## src/rtl/asyn_fifo_read_arbiter_if.sv

```systemverilog
// Read-side bundle: per-channel FIFO flags/data/pop strobes plus the merged valid/ready output stream.
// master = the arbiter, slave = the FIFO controllers and downstream consumer.
interface asyn_fifo_read_arbiter_if #(
    parameter int NUM_CH     = 4,
    parameter int CH_W       = 2,
    parameter int DATA_WIDTH = 16
);
    logic [NUM_CH-1:0]            ch_empty;
    logic [NUM_CH*DATA_WIDTH-1:0] ch_rdata;
    logic [NUM_CH-1:0]            ch_mask;
    logic [NUM_CH-1:0]            ch_rd_en;
    logic                         out_valid;
    logic                         out_ready;
    logic [DATA_WIDTH-1:0]        out_data;
    logic [CH_W-1:0]              out_ch;

    modport master (
        input  ch_empty, ch_rdata, ch_mask, out_ready,
        output ch_rd_en, out_valid, out_data, out_ch
    );

    modport slave (
        output ch_empty, ch_rdata, ch_mask, out_ready,
        input  ch_rd_en, out_valid, out_data, out_ch
    );
endinterface

```

## src/rtl/asyn_fifo_read_arbiter.sv

```systemverilog
// Round-robin read scheduler for NUM_CH FWFT FIFOs in one read domain: grants one channel
// per burst of up to BURST_LEN pops and merges the words into one registered valid/ready stream.
module asyn_fifo_read_arbiter #(
    parameter int NUM_CH     = 4,
    parameter int CH_W       = 2,
    parameter int DATA_WIDTH = 16,
    parameter int BURST_LEN  = 8,
    parameter int CNT_W      = 4
) (
    input  logic                         read_clk,
    input  logic                         read_rst_n,
    asyn_fifo_read_arbiter_if.master     bus,
    output logic                         busy,
    output logic [CH_W-1:0]              cur_grant
);

    typedef enum logic {IDLE, BURST} state_t;

    state_t                 state;
    logic [CH_W-1:0]        rr_ptr;
    logic [CH_W-1:0]        sel_idx;
    logic [CNT_W-1:0]       beat_cnt;
    logic [NUM_CH-1:0]      eligible;
    logic [NUM_CH-1:0]      rd_en;
    logic                   found;
    logic                   grant_ok;
    logic                   can_pop;
    logic                   out_valid_q;
    logic [DATA_WIDTH-1:0]  out_data_q;
    logic [CH_W-1:0]        out_ch_q;

    assign eligible = bus.ch_mask & ~bus.ch_empty;
    assign grant_ok = bus.ch_mask[cur_grant] & ~bus.ch_empty[cur_grant];
    // A stalled output register blocks popping but never ends the burst.
    assign can_pop  = (state == BURST) && grant_ok && (!out_valid_q || bus.out_ready);

    // First eligible channel at or after rr_ptr, wrapping past NUM_CH-1.
    always_comb begin
        found   = 1'b0;
        sel_idx = '0;
        for (int k = 0; k < NUM_CH; k++) begin
            if (!found && eligible[(int'(rr_ptr) + k) % NUM_CH]) begin
                found   = 1'b1;
                sel_idx = CH_W'((int'(rr_ptr) + k) % NUM_CH);
            end
        end
    end

    always_comb begin
        rd_en            = '0;
        rd_en[cur_grant] = can_pop;
    end

    assign bus.ch_rd_en  = rd_en;
    assign bus.out_valid = out_valid_q;
    assign bus.out_data  = out_data_q;
    assign bus.out_ch    = out_ch_q;
    assign busy          = (state == BURST);

    always_ff @(posedge read_clk or negedge read_rst_n) begin
        if (!read_rst_n) begin
            state       <= IDLE;
            rr_ptr      <= '0;
            cur_grant   <= '0;
            beat_cnt    <= '0;
            out_valid_q <= 1'b0;
            out_data_q  <= '0;
            out_ch_q    <= '0;
        end else begin
            if (can_pop) begin
                out_valid_q <= 1'b1;
                out_data_q  <= bus.ch_rdata[int'(cur_grant)*DATA_WIDTH +: DATA_WIDTH];
                out_ch_q    <= cur_grant;
            end else if (bus.out_ready) begin
                out_valid_q <= 1'b0;
            end

            case (state)
                IDLE: begin
                    if (found) begin
                        cur_grant <= sel_idx;
                        rr_ptr    <= (sel_idx == CH_W'(NUM_CH - 1)) ? '0 : sel_idx + CH_W'(1);
                        beat_cnt  <= '0;
                        state     <= BURST;
                    end
                end
                BURST: begin
                    if (can_pop) begin
                        beat_cnt <= beat_cnt + CNT_W'(1);
                        if (beat_cnt == CNT_W'(BURST_LEN - 1)) begin
                            state <= IDLE;
                        end
                    end else if (!grant_ok) begin
                        state <= IDLE;
                    end
                end
                default: state <= IDLE;
            endcase
        end
    end

endmodule

```

## src/flat_wrapper.sv

```systemverilog
// flat-port wrapper written by rule: the top's interface ports become plain ports
module asyn_fifo_read_arbiter_flat 
#(
    parameter int NUM_CH     = 4,
    parameter int CH_W       = 2,
    parameter int DATA_WIDTH = 16,
    parameter int BURST_LEN  = 8,
    parameter int CNT_W      = 4
)
  (read_clk, read_rst_n, busy, cur_grant, bus_ch_empty, bus_ch_rdata, bus_ch_mask, bus_out_ready, bus_ch_rd_en, bus_out_valid, bus_out_data, bus_out_ch);
  asyn_fifo_read_arbiter_if #(.NUM_CH(NUM_CH), .CH_W(CH_W), .DATA_WIDTH(DATA_WIDTH)) bus_i ();
  input  logic read_clk;
  input  logic read_rst_n;
  output logic busy;
  output logic [CH_W-1:0] cur_grant;
  input wire logic [$bits(bus_i.ch_empty)-1:0] bus_ch_empty;
  input wire logic [$bits(bus_i.ch_rdata)-1:0] bus_ch_rdata;
  input wire logic [$bits(bus_i.ch_mask)-1:0] bus_ch_mask;
  input wire logic [$bits(bus_i.out_ready)-1:0] bus_out_ready;
  output wire logic [$bits(bus_i.ch_rd_en)-1:0] bus_ch_rd_en;
  output wire logic [$bits(bus_i.out_valid)-1:0] bus_out_valid;
  output wire logic [$bits(bus_i.out_data)-1:0] bus_out_data;
  output wire logic [$bits(bus_i.out_ch)-1:0] bus_out_ch;
  assign bus_i.ch_empty = bus_ch_empty;
  assign bus_i.ch_rdata = bus_ch_rdata;
  assign bus_i.ch_mask = bus_ch_mask;
  assign bus_i.out_ready = bus_out_ready;
  assign bus_ch_rd_en = bus_i.ch_rd_en;
  assign bus_out_valid = bus_i.out_valid;
  assign bus_out_data = bus_i.out_data;
  assign bus_out_ch = bus_i.out_ch;
  asyn_fifo_read_arbiter #(.NUM_CH(NUM_CH), .CH_W(CH_W), .DATA_WIDTH(DATA_WIDTH), .BURST_LEN(BURST_LEN), .CNT_W(CNT_W)) u_core (.read_clk(read_clk), .read_rst_n(read_rst_n), .bus(bus_i), .busy(busy), .cur_grant(cur_grant));
endmodule
```

## config.mk

```make
export PLATFORM = sky130hd
export DESIGN_NAME = asyn_fifo_read_arbiter_flat
export DESIGN_NICKNAME = d
export VERILOG_FILES = /design/src/rtl/asyn_fifo_read_arbiter_if.sv /design/src/rtl/asyn_fifo_read_arbiter.sv /design/src/flat_wrapper.sv
export SDC_FILE = /design/constraint.sdc
export NUM_CORES = 1
export LEC_CHECK = 0
export CORE_ASPECT_RATIO = 0.9
export CORE_UTILIZATION = 35
export CTS_BUF_LIST = sky130_fd_sc_hd__clkbuf_8
export DETAILED_ROUTE_END_ITERATION = 10
export MAX_ROUTING_LAYER = met4
export PLACE_DENSITY = 0.89
export SLEW_MARGIN = 20
export SYNTH_ARGS = -nofsm -noshare
export SYNTH_HDL_FRONTEND = slang
export SYNTH_SLANG_ARGS = --single-unit
```

## constraint.sdc

```tcl
create_clock -name read_clk -period 1.7 [get_ports read_clk]
set_input_delay 0.34 -clock read_clk [delete_from_list [all_inputs] [get_ports read_clk]]
set_output_delay 0.34 -clock read_clk [all_outputs]
set_load 0.05 [all_outputs]
```

# Word-level counts from Yosys, hierarchy flattened
# Index checks and enable logic that the tools add are counted.
# op_classes
n_lt_le_gt_ge	6
addsub	5
n_mux	36
reduce_logical	17
bitwise	9
shifts	1
eq_ne	4
# ops
operator	n
$shiftx A64 B7 Y16	1
$mux W1	20
$bmux W1 S2	6
$lt A3 B4 Y1 const B	3
$mux W2	5
$and A4 B4 Y4	2
$mux W4	2
$pmux W4 S2	1
$logic_and A1 B1 Y1	6
$lt A2 B3 Y1 const B	2
$reduce_or A2 Y1	3
$add A2 B1 Y2 const B	2
$add A2 B2 Y2 const B	2
$add A4 B1 Y4 const B	1
$eq A4 B3 Y1 const B	1
$logic_not A1 Y1	4
$not A4 Y4	1
$reduce_and A2 Y1	2
$and A1 B1 Y1 const A	3
$demux W1 S2	1
$eq A2 B2 Y1 const B	1
$ge A2 B1 Y1 const B	1
$ne A2 B1 Y1 const B	1
$ne A2 B2 Y1 const B	1
5 further kinds	6
# word_totals
register_bits	28
output_inout_bits	26
elab_cells	85
input_bits	75

# Longest topological paths before layout
# Gate-level depths: netlist of the first run.
# logic_depth
word_depth	16
depth_mapped	6
ltp_nobuf	5

# Worst setup path after synthesis of the first run
# No wires, ideal clock.
# synth_timing
path_kind	reg2out
start	register u_core.cur_grant[1]
end	output port bus_ch_rd_en[0]
path_buffers	0
t_required_ns	1.360
stages_incl_launch_ff	3
slack_ns	-1.524
arrival_ns	2.884
path_cell_list	dfrtp_1 > mux4_2 > nor4_1
# synth_via
elab_chain_cells	7
word_cells_on_any_way	14
classes_between	2 x order compare; 6 x mux; 3 x bitwise; 3 x reduce/logical
# synth_rtl
element	line_no	rtl
start, declared	asyn_fifo_read_arbiter.sv:14	output logic [CH_W-1:0] cur_grant
start signal, assigned	asyn_fifo_read_arbiter.sv:81	cur_grant <= sel_idx;
parallel branches: the longest is 6 deep, another holds $lt A2 B3 Y1	-	
$and A4 B4 Y4 (no source line) (*)	-	
end, declared	flat_wrapper.sv:20	output wire logic [$bits(bus_i.ch_rd_en)-1:0] bus_ch_rd_en;
# Mark *: on every way between the ends. The select of a mux whose other input is x is not followed.

# Worst setup path after layout of the first run
# layout_timing
start	input port bus_ch_empty[2]
end	output port bus_ch_rd_en[0]
# layout_via
elab_chain_cells	7
# layout_rtl
element	line_no	rtl
start, declared	flat_wrapper.sv:16	input wire logic [$bits(bus_i.ch_empty)-1:0] bus_ch_empty;
$bmux W1 S2	asyn_fifo_read_arbiter.sv:33	assign grant_ok = bus.ch_mask[cur_grant] & ~bus.ch_empty[cur_grant];
$mux W1 (not written as such)	asyn_fifo_read_arbiter.sv:33	
$not A1 Y1	asyn_fifo_read_arbiter.sv:33	
$and A1 B1 Y1	asyn_fifo_read_arbiter.sv:33	
$logic_and A1 B1 Y1 (2 in a row)	asyn_fifo_read_arbiter.sv:35	assign can_pop = (state == BURST) && grant_ok && (!out_valid_q || bus.out_ready);
$and A4 B4 Y4 (no source line)	-	
# No other way between the ends. The select of a mux whose other input is x is not followed.

==> flow_summary.rst, run 1 <==
.. list-table::
   :header-rows: 1

   * - Metric
     - Value
   * - Top_reg_cell synth
     - dfrtp_1
   * - Switching fraction of total power
     - around 45%
   * - Maximum clock insertion buffer count
     - 2
   * - Count of input and output buffers
     - 100
   * - Number of unique standard cell types used by synthesis
     - 35
   * - Floorplan core area
     - around 4500 µm²
   * - Routability congestion estimate
     - 0.849
   * - Setup Viol. Count Final
     - 23
   * - Switching Power
     - 2.36 mW
   * - Hold Path Class
     - primary input to async pin
   * - First-pass GRT wire length
     - ~8.1 mm
   * - Critical path class
     - primary input to output port
   * - Count of cells along the worst register-to-register path
     - 5
   * - Status
     - finished with violations
   * - Launching instance or port of the critical path
     - bus_ch_empty[2]
   * - Fraction of met1 tracks used by global routing
     - 24.8%
   * - Post-detailed-route count of antenna-violating nets
     - 0
   * - Syn Area/Cell
     - 12.9 µm²
   * - Worst slew slack as a fraction of its limit
     - between 70% and 80%
   * - Post-DR vias/cell
     - roughly 5.1
   * - Post-detailed-placement half-perimeter wirelength
     - 3.80 mm
   * - Fraction of registers with async set or reset after synthesis
     - 100%
   * - Delay of the slowest cell on the worst path
     - 0.54 ns
   * - Critical path destination
     - bus_ch_rd_en[0]
   * - Width of the die
     - 75.1 µm
   * - Launch point of the worst reg-to-reg path
     - u_core.cur_grant[1]
   * - Instance count of the mapped netlist
     - 131
   * - Pin count of the biggest net entering global routing
     - 29
   * - Combinational share of power
     - 69.3%
   * - Dominant cells by area after synthesis
     - dfrtp_1 (42%), mux4_2 (23%), mux2_1 (8.7%), nand2_1 (3.3%), mux2_2 (2.0%)
   * - Commonest cells after routing, fill and taps aside
     - clkdlybuf4s50_1 (66), buf_4 (36), dfrtp_1 (26)
   * - Post-Route Utilization
     - 69.8%
   * - Area enclosed by the die boundary
     - 5100 µm²
   * - Instance count after placement with tap cells included
     - slightly above 300
   * - Power per Cell Area
     - around 1600 nW/µm²
   * - Max Clock Freq
     - roughly 470 MHz
   * - Hold violation total from the final report
     - 0
   * - Sequential fraction of design power
     - 22.8%
   * - Clock input transition at the sequential cells of the worst setup and hold paths
     - 0.09 ns
   * - Number of antenna diodes
     - 0
   * - Max-slew violation count
     - 0
   * - Post-synthesis cell area
     - 1690 µm²
   * - Placement row count
     - 23
   * - GRT Residual Overflow
     - 0
   * - Final period demand of the worst path
     - 2.14 ns
   * - Critical Path Fanout Max
     - 3
   * - Area Growth Syn to Fin
     - 88.3%
   * - Register bit count reported by yosys
     - 28
   * - Layout cells sized above 1
     - 42.0%
   * - Ratio of final minimum period to clock period
     - 126%
   * - Final worst slack
     - -0.442 ns
   * - # Max-Cap Violations
     - 0
   * - Violated checks
     - setup timing
   * - Source-to-sink clock delay at the later pin of the worst-skew pair
     - 0.27 ns
   * - R2R Setup Slk
     - -0.18 ns
   * - Cell type of the slowest stage on the worst timing path
     - mux4_2
   * - Number of antenna violations at the first check in global routing
     - 0
   * - Peak ir drop on the vdd network
     - between 900 and 1000 µV
   * - Count of H-tree levels built during CTS
     - 1
   * - Global Route met2 Usage
     - 40.4%
   * - DRC violation count after routing
     - 0
   * - Count of flip-flops with a built-in enable after synthesis
     - 0
   * - DRC marker count from the first detailed-route iteration
     - 31
   * - Vias in the first global route
     - 1778
   * - Final routed wire length divided by cell count
     - 16.3 µm
   * - Most area-hungry cell type in the Yosys netlist
     - dfrtp_1
   * - Sequential-to-total area share from yosys stat
     - roughly 42%
   * - Worst-case clock skew
     - just under 0.0009 ns
   * - CTS Sinks
     - 28
   * - Detailed Routing Iterations Pass 1
     - 4
   * - Die H
     - 67.8 µm
   * - Number of fill cells
     - 346
   * - CP required
     - 1.36 ns
   * - Area share of the leading cell type in the synthesized netlist
     - 41.6%
   * - Clock tree from TritonCTS
     - built
   * - Grt met3 use
     - 4.27%
   * - Critical path endpoint category
     - output port
   * - Leakage power summed over all cells
     - 1.41 nW
   * - Capture instance of the worst register-to-register path
     - u_core.bus.out_data[13]
   * - Overall via count from detail_route
     - 1596
   * - Worst-margin pin slew
     - around 0.37 ns
   * - Internal cell power
     - roughly 2.9 mW
   * - Detailed-route wire length
     - 5.09 mm
   * - Initial standard-cell utilization of the core
     - 37.1%
   * - Number of nets in the finished design
     - 327
   * - Inserted Clock Buffers
     - 3
   * - Leading cell type in the layout, fill and taps excluded
     - clkdlybuf4s50_1
   * - Yosys synthesis warning count
     - 0
   * - All-Layer GR Usage
     - 22.0%
   * - Critical path startpoint category
     - primary input
   * - Ordered cell list for the critical path
     - clkdlybuf4s15_1 -> nand2b_4 -> mux4_2 -> buf_4 -> nor4_4 -> buf_12
   * - Clk root buf
     - clkbuf_8
   * - Global route hottest layer
     - met2
   * - I/O pin count
     - a little over 100
   * - Final total negative setup slack
     - -4.44 ns
   * - Non-filler instance count after layout
     - 312
   * - Clock group share of total power
     - 7.9%
   * - CP arrival
     - roughly 1.8 ns
   * - Net count after synthesis
     - 207
   * - Unrepaired setup endpoints after global routing
     - yes
-- power groups by stage --
stage / registers, mW / clock network, mW / logic, mW
global route: 1.22 / 0.450 / 3.81
detailed placement: 1.18 / 0 / 3.28
finish: 1.19 / 0.413 / 3.61
global placement: 1.16 / 0 / 3.21
floorplan: 2.08 / 0 / 1.26
CTS: 1.18 / 0.425 / 3.61
-- state kept, by name (all words and copies together), names as in the netlist --
name and count:
u_core.bus.out_data 16, u_core.beat_cnt 4, u_core.bus.out_ch 2, u_core.cur_grant 2, u_core.rr_ptr 2, u_core.bus.out_valid 1
u_core.busy 1
-- critical path, delay by kind of cell --
kind,cells,cell delay [ns]
buffers and inverters,3,0.58
multiplexers,1,0.54
AND/OR/NAND/NOR,2,0.34
-- logic make-up (layout without fill, tap and decap cells) --
kind of cell	Yosys count	after routing	synth area share, %
AND/OR/NAND/NOR	41	41	13.3
adder cells (fa/ha/maj)	1	1	0.742
AO/OA/AOI/OAI	15	15	5.57
buffers and inverters	9	128	3.27
XOR/XNOR	3	3	1.56
multiplexers	34	34	34.0
flip-flops	28	28	41.6
-- Yosys cell counts (2+ instances only) --
master / number
nor2_1: 6
xnor2_1: 2
nor2b_1: 4
inv_1: 2
dfrtp_1: 28
clkbuf_1: 3
o21ai_0: 6
nand2b_1: 5
mux2_2: 3
nand2_1: 15
nor4_1: 2
buf_2: 2
mux2_1: 13
a21oi_1: 2
nand3_1: 2
mux4_2: 17
-- how the worst min path moves through the flow --
| stage | startpoint | end | slack, ns |
|---|---|---|---|
| finish | read_rst_n | u_core.bus.out_ch[0] | 0.45 |
| global route | read_rst_n | u_core.bus.out_ch[0] | 0.46 |
| CTS | read_rst_n | u_core.bus.out_ch[0] | 0.46 |
| detailed placement | u_core.bus.out_data[4] | u_core.bus.out_data[4] | 0.48 |
| global placement | u_core.bus.out_data[4] | u_core.bus.out_data[4] | 0.47 |
| floorplan | read_rst_n | u_core.beat_cnt[0] | 0.04 |
-- per-layer routing --
layer / up-vias / part of all wire [%]
met2: 76 / 54
met3: 6 / 6.3
met5: - / 0
li1: 728 / -
met1: 786 / 38
met4: 0 / 1.0
-- stage by stage --
stage	worst slack (ns)	power (mW)	instance area [µm²]	hold slack, ns
3_5_place_dp	-0.733	4.47	2930	0.477
4_1_cts	-0.439	5.22	3150	0.463
5_1_grt	-0.523	5.48	3170	0.463
2_1_floorplan	-0.505	3.34	1750	0.0444
6_report	-0.442	5.22	3170	0.448
3_3_place_gp	-0.711	4.38	2930	0.471
-- what timing repair did --
action | CTS | global route
hold buffers | 0 | 0
pin swaps | 7 | 1
setup buffers | 5 | 1
endpoints found under the hold margin | 0 | 0
cloned | 1 | 0
gates resized for setup | 36 | 6
setup endpoints to repair | 29 | 25
-- final cells by class --
class | instances | area (µm²) | share of cell area [%]
Multi-Input combinational cell | 94 | 1100 | 34.7
Tap cell | 62 | 77.6 | 2.44
Sequential cell | 28 | 703 | 22.2
Timing Repair Buffer | 122 | 1230 | 38.8
Clock buffer | 4 | 55.1 | 1.74
Inverter | 2 | 7.51 | 0.237
Power figures use the tool's default switching activity.
==> inputs of run 2 (changes only) <==
GPL_TIMING_DRIVEN = 0   (was default)
==> run 2 against run 1 <==
Net effect: highest routed layer unchanged; first-iteration DRC count rose to 2.6 times the previous value; register-to-register slack got worse by 0.23 ns; core utilization decreased by 0.69 points; total power shrank 0.26%; die area did not move; clock skew rose by 0.0075 ns; cell area shrank 0.99%; global-route usage grew 0.24 points; sequential cell count is the same; worst hold slack lost 0.38 ns; clock power increased by 30%; the run still ends with setup timing left; critical path depth grew 1.
==> flow_summary.rst, run 2 (synthesis gave the netlist of run 1 again) <==
.. list-table::
   :header-rows: 1

   * - Metric
     - Value
   * - Status
     - finished with violations
   * - Violated checks
     - setup timing
   * - Clock tree from TritonCTS
     - built
   * - Area enclosed by the die boundary
     - 5100 µm² (unchanged)
   * - CP required
     - 1.36 ns (about the same)
   * - Detailed Routing Iterations Pass 1
     - 4 (unchanged)
   * - Non-filler instance count after layout
     - 313 (+0.32%)
   * - Inserted Clock Buffers
     - 3 (unchanged)
   * - Global Route met2 Usage
     - 40.2% (-0.23 points)
   * - Post-DR vias/cell
     - 5.19 (+1.4%)
   * - Global route hottest layer
     - met2
   * - Cell type of the slowest stage on the worst timing path
     - mux4_2
   * - Number of nets in the finished design
     - 328 (+0.31%)
   * - Combinational share of power
     - 66.7% (-2.6 points)
   * - Overall via count from detail_route
     - 1623 (+1.7%)
   * - Worst-case clock skew
     - 0.00838 ns (+0.00752 ns)
   * - Count of cells along the worst register-to-register path
     - 9 (+4)
   * - Commonest cells after routing, fill and taps aside
     - clkdlybuf4s50_1 (65), dlygate4sd2_1 (27), dfrtp_1 (26)
   * - Worst slew slack as a fraction of its limit
     - 57.6% (-18 points)
   * - Power per Cell Area
     - 1660 nW/µm² (+0.73%)
   * - Number of antenna violations at the first check in global routing
     - 0 (unchanged)
   * - Launching instance or port of the critical path
     - bus_ch_empty[3]
   * - Source-to-sink clock delay at the later pin of the worst-skew pair
     - 0.28 ns (about the same)
   * - Sequential fraction of design power
     - 23.0% (+0.2 points)
   * - Hold violation total from the final report
     - 0 (unchanged)
   * - Critical Path Fanout Max
     - 6 (+3)
   * - Initial standard-cell utilization of the core
     - 37.1% (unchanged)
   * - DRC violation count after routing
     - 0 (unchanged)
   * - Fraction of met1 tracks used by global routing
     - 25.3% (+0.50 points)
   * - Max Clock Freq
     - 450 MHz (-3.6%)
   * - # Max-Cap Violations
     - 0 (unchanged)
   * - Routability congestion estimate
     - 0.805 (-5.2%)
   * - Ratio of final minimum period to clock period
     - 131% (+4.6 points)
   * - Switching fraction of total power
     - 45.4% (+0.062 points)
   * - CP arrival
     - 1.88 ns (+0.08 ns)
   * - Critical path destination
     - bus_ch_rd_en[3]
   * - Worst-case hold slack
     - 0.0639 ns (-0.384 ns)
   * - Worst-margin pin slew
     - 0.636 ns (+0.263 ns)
   * - Kind of cell adding the most delay to the critical path
     - multiplexers
   * - Reg area
     - 703 µm² (unchanged)
   * - Count of H-tree levels built during CTS
     - 1 (unchanged)
   * - Final total negative setup slack
     - -5.30 ns (-0.863 ns)
   * - Number of fill cells
     - 359 (+3.8%)
   * - Maximum clock insertion buffer count
     - 2 (unchanged)
   * - Instance count after placement with tap cells included
     - 293 (-3.0%)
   * - Placement row count
     - 23 (unchanged)
   * - Worst path bufs/invs
     - 3 (unchanged)
   * - Post-detailed-route count of antenna-violating nets
     - 0 (unchanged)
   * - GRT Residual Overflow
     - 0 (unchanged)
   * - Die H
     - 67.8 µm (unchanged)
   * - Floorplan core area
     - 4550 µm² (unchanged)
   * - Post-Route Utilization
     - 69.1% (-0.69 points)
   * - Post-detailed-placement half-perimeter wirelength
     - 3.83 mm (+0.67%)
   * - Final routed wire length divided by cell count
     - 17.0 µm (+4.1%)
   * - Unrepaired setup endpoints after global routing
     - yes
   * - Vias in the first global route
     - 1714 (-3.6%)
   * - Count of input and output buffers
     - 100 (unchanged)
   * - Critical path startpoint category
     - primary input
   * - Pin count of the biggest net entering global routing
     - 29 (unchanged)
   * - All-Layer GR Usage
     - 22.2% (+0.24 points)
   * - Final period demand of the worst path
     - 2.22 ns (+0.0789 ns)
   * - Clock group share of total power
     - 10.3% (+2.4 points)
   * - Internal cell power
     - 2.84 mW (-0.38%)
   * - Clk root buf
     - clkbuf_8
   * - Capture instance of the worst register-to-register path
     - u_core.bus.out_data[11]
   * - Critical path endpoint category
     - output port
   * - Number of flip-flops under the largest register name
     - 16 (unchanged)
   * - Switching Power
     - 2.36 mW (-0.13%)
   * - CTS Hold Bufs
     - 0 (unchanged)
   * - Final worst slack
     - -0.520 ns (-0.0789 ns)
   * - Multi-input gate area
     - 1080 µm² (-2.0%)
   * - Critical path class
     - primary input to output port
   * - Peak ir drop on the vdd network
     - 805 µV (-17%)
   * - Leakage power summed over all cells
     - 1.39 nW (-1.4%)
   * - First-pass GRT wire length
     - 8.05 mm (about the same)
   * - Depth of the critical timing path with buffers and inverters included
     - 7 (+1)
   * - Max-slew violation count
     - 0 (unchanged)
   * - CTS Sinks
     - 28 (unchanged)
   * - I/O pin count
     - 101 (unchanged)
   * - R2R Setup Slk
     - -0.41 ns (-0.23 ns)
   * - Delay of the slowest cell on the worst path
     - 0.55 ns (about the same)
   * - Launch point of the worst reg-to-reg path
     - u_core.cur_grant[1]
   * - Grt met3 use
     - 4.57% (+0.29 points)
   * - Detailed-route wire length
     - 5.31 mm (+4.4%)
   * - Hold Path Class
     - primary input to async pin
   * - Width of the die
     - 75.1 µm (unchanged)
   * - Setup Viol. Count Final
     - 22 (-4.3%)
   * - Total power
     - 5.20 mW (-0.26%)
   * - Area Growth Syn to Fin
     - 86.4%
   * - Layout cells sized above 1
     - 34.3% (-7.7 points)
   * - Ordered cell list for the critical path
     - dlygate4sd2_1 -> nand2b_4 -> mux4_2 -> nor2_8 -> buf_8 -> and3_4 -> buf_8
   * - Clock input transition at the sequential cells of the worst setup and hold paths
     - 0.10 ns (about the same)
   * - DRC marker count from the first detailed-route iteration
     - 80 (+160%)
   * - Crit-path most repeated cell
     - buf_8
   * - Number of antenna diodes
     - 0 (unchanged)
   * - Leading cell type in the layout, fill and taps excluded
     - clkdlybuf4s50_1
## run 2: changes by cell type in the layout (fill, tap and decap cells not counted), moves of 5 or more
cell	before	now
buf_12	8	2
buf_2	0	5
buf_4	36	9
buf_6	2	8
dlygate4sd2_1	5	27
## run 2: final cells by class
type                            count  share of cell area (%)
Buffer                              6                    1.83
Multi-Input combinational cell     94                    34.3
Tap cell                           62                    2.47
Clock buffer                        3                    1.31
Timing Repair Buffer              117                    36.5
Inverter                            2                   0.239
Clock inverter                      1                   0.956
Sequential cell                    28                    22.4
## run 2: repair_timing
item	in CTS	in global routing
resized for setup	85	15
pin swaps	4	3
setup endpoints to repair	50	28
buffers inserted	12	6
gates cloned	1	0
## run 2: per-stage QoR
stage / cell area (µm²) / worst slack (ns)
after global routing: 3140 / -0.566
after detailed placement: 2830 / -1.56
final: 3140 / -0.520
after global placement: 2830 / -1.52
after CTS: 3080 / -0.545
after floorplan: 1750 / -0.505
## run 2: metal layers
metal,vias up,part of all wire (%)
li1,730,-
met1,792,37
met4,0,2.1
met3,11,7.8
met2,90,53
met5,-,0
## run 2: how the worst min path moves through the flow
stage	endpoint	slack, ns	depth (start not counted)
final	u_core.bus.out_valid	0.06	1
after global routing	u_core.bus.out_ch[0]	0.12	1
after detailed placement	u_core.bus.out_ch[0]	0.41	1
after CTS	u_core.bus.out_ch[0]	0.09	1
after floorplan	u_core.beat_cnt[0]	0.04	0
after global placement	u_core.bus.out_data[6]	0.47	1
## run 2: power by group through the flow
stage	Clock (mW)	Combinational [mW]	Sequential (mW)
finish	0.536	3.47	1.20
global route	0.581	3.65	1.24
CTS	0.554	3.37	1.18
detailed placement	0	3.14	1.20
global placement	0	3.07	1.19
floorplan	0	1.26	2.08
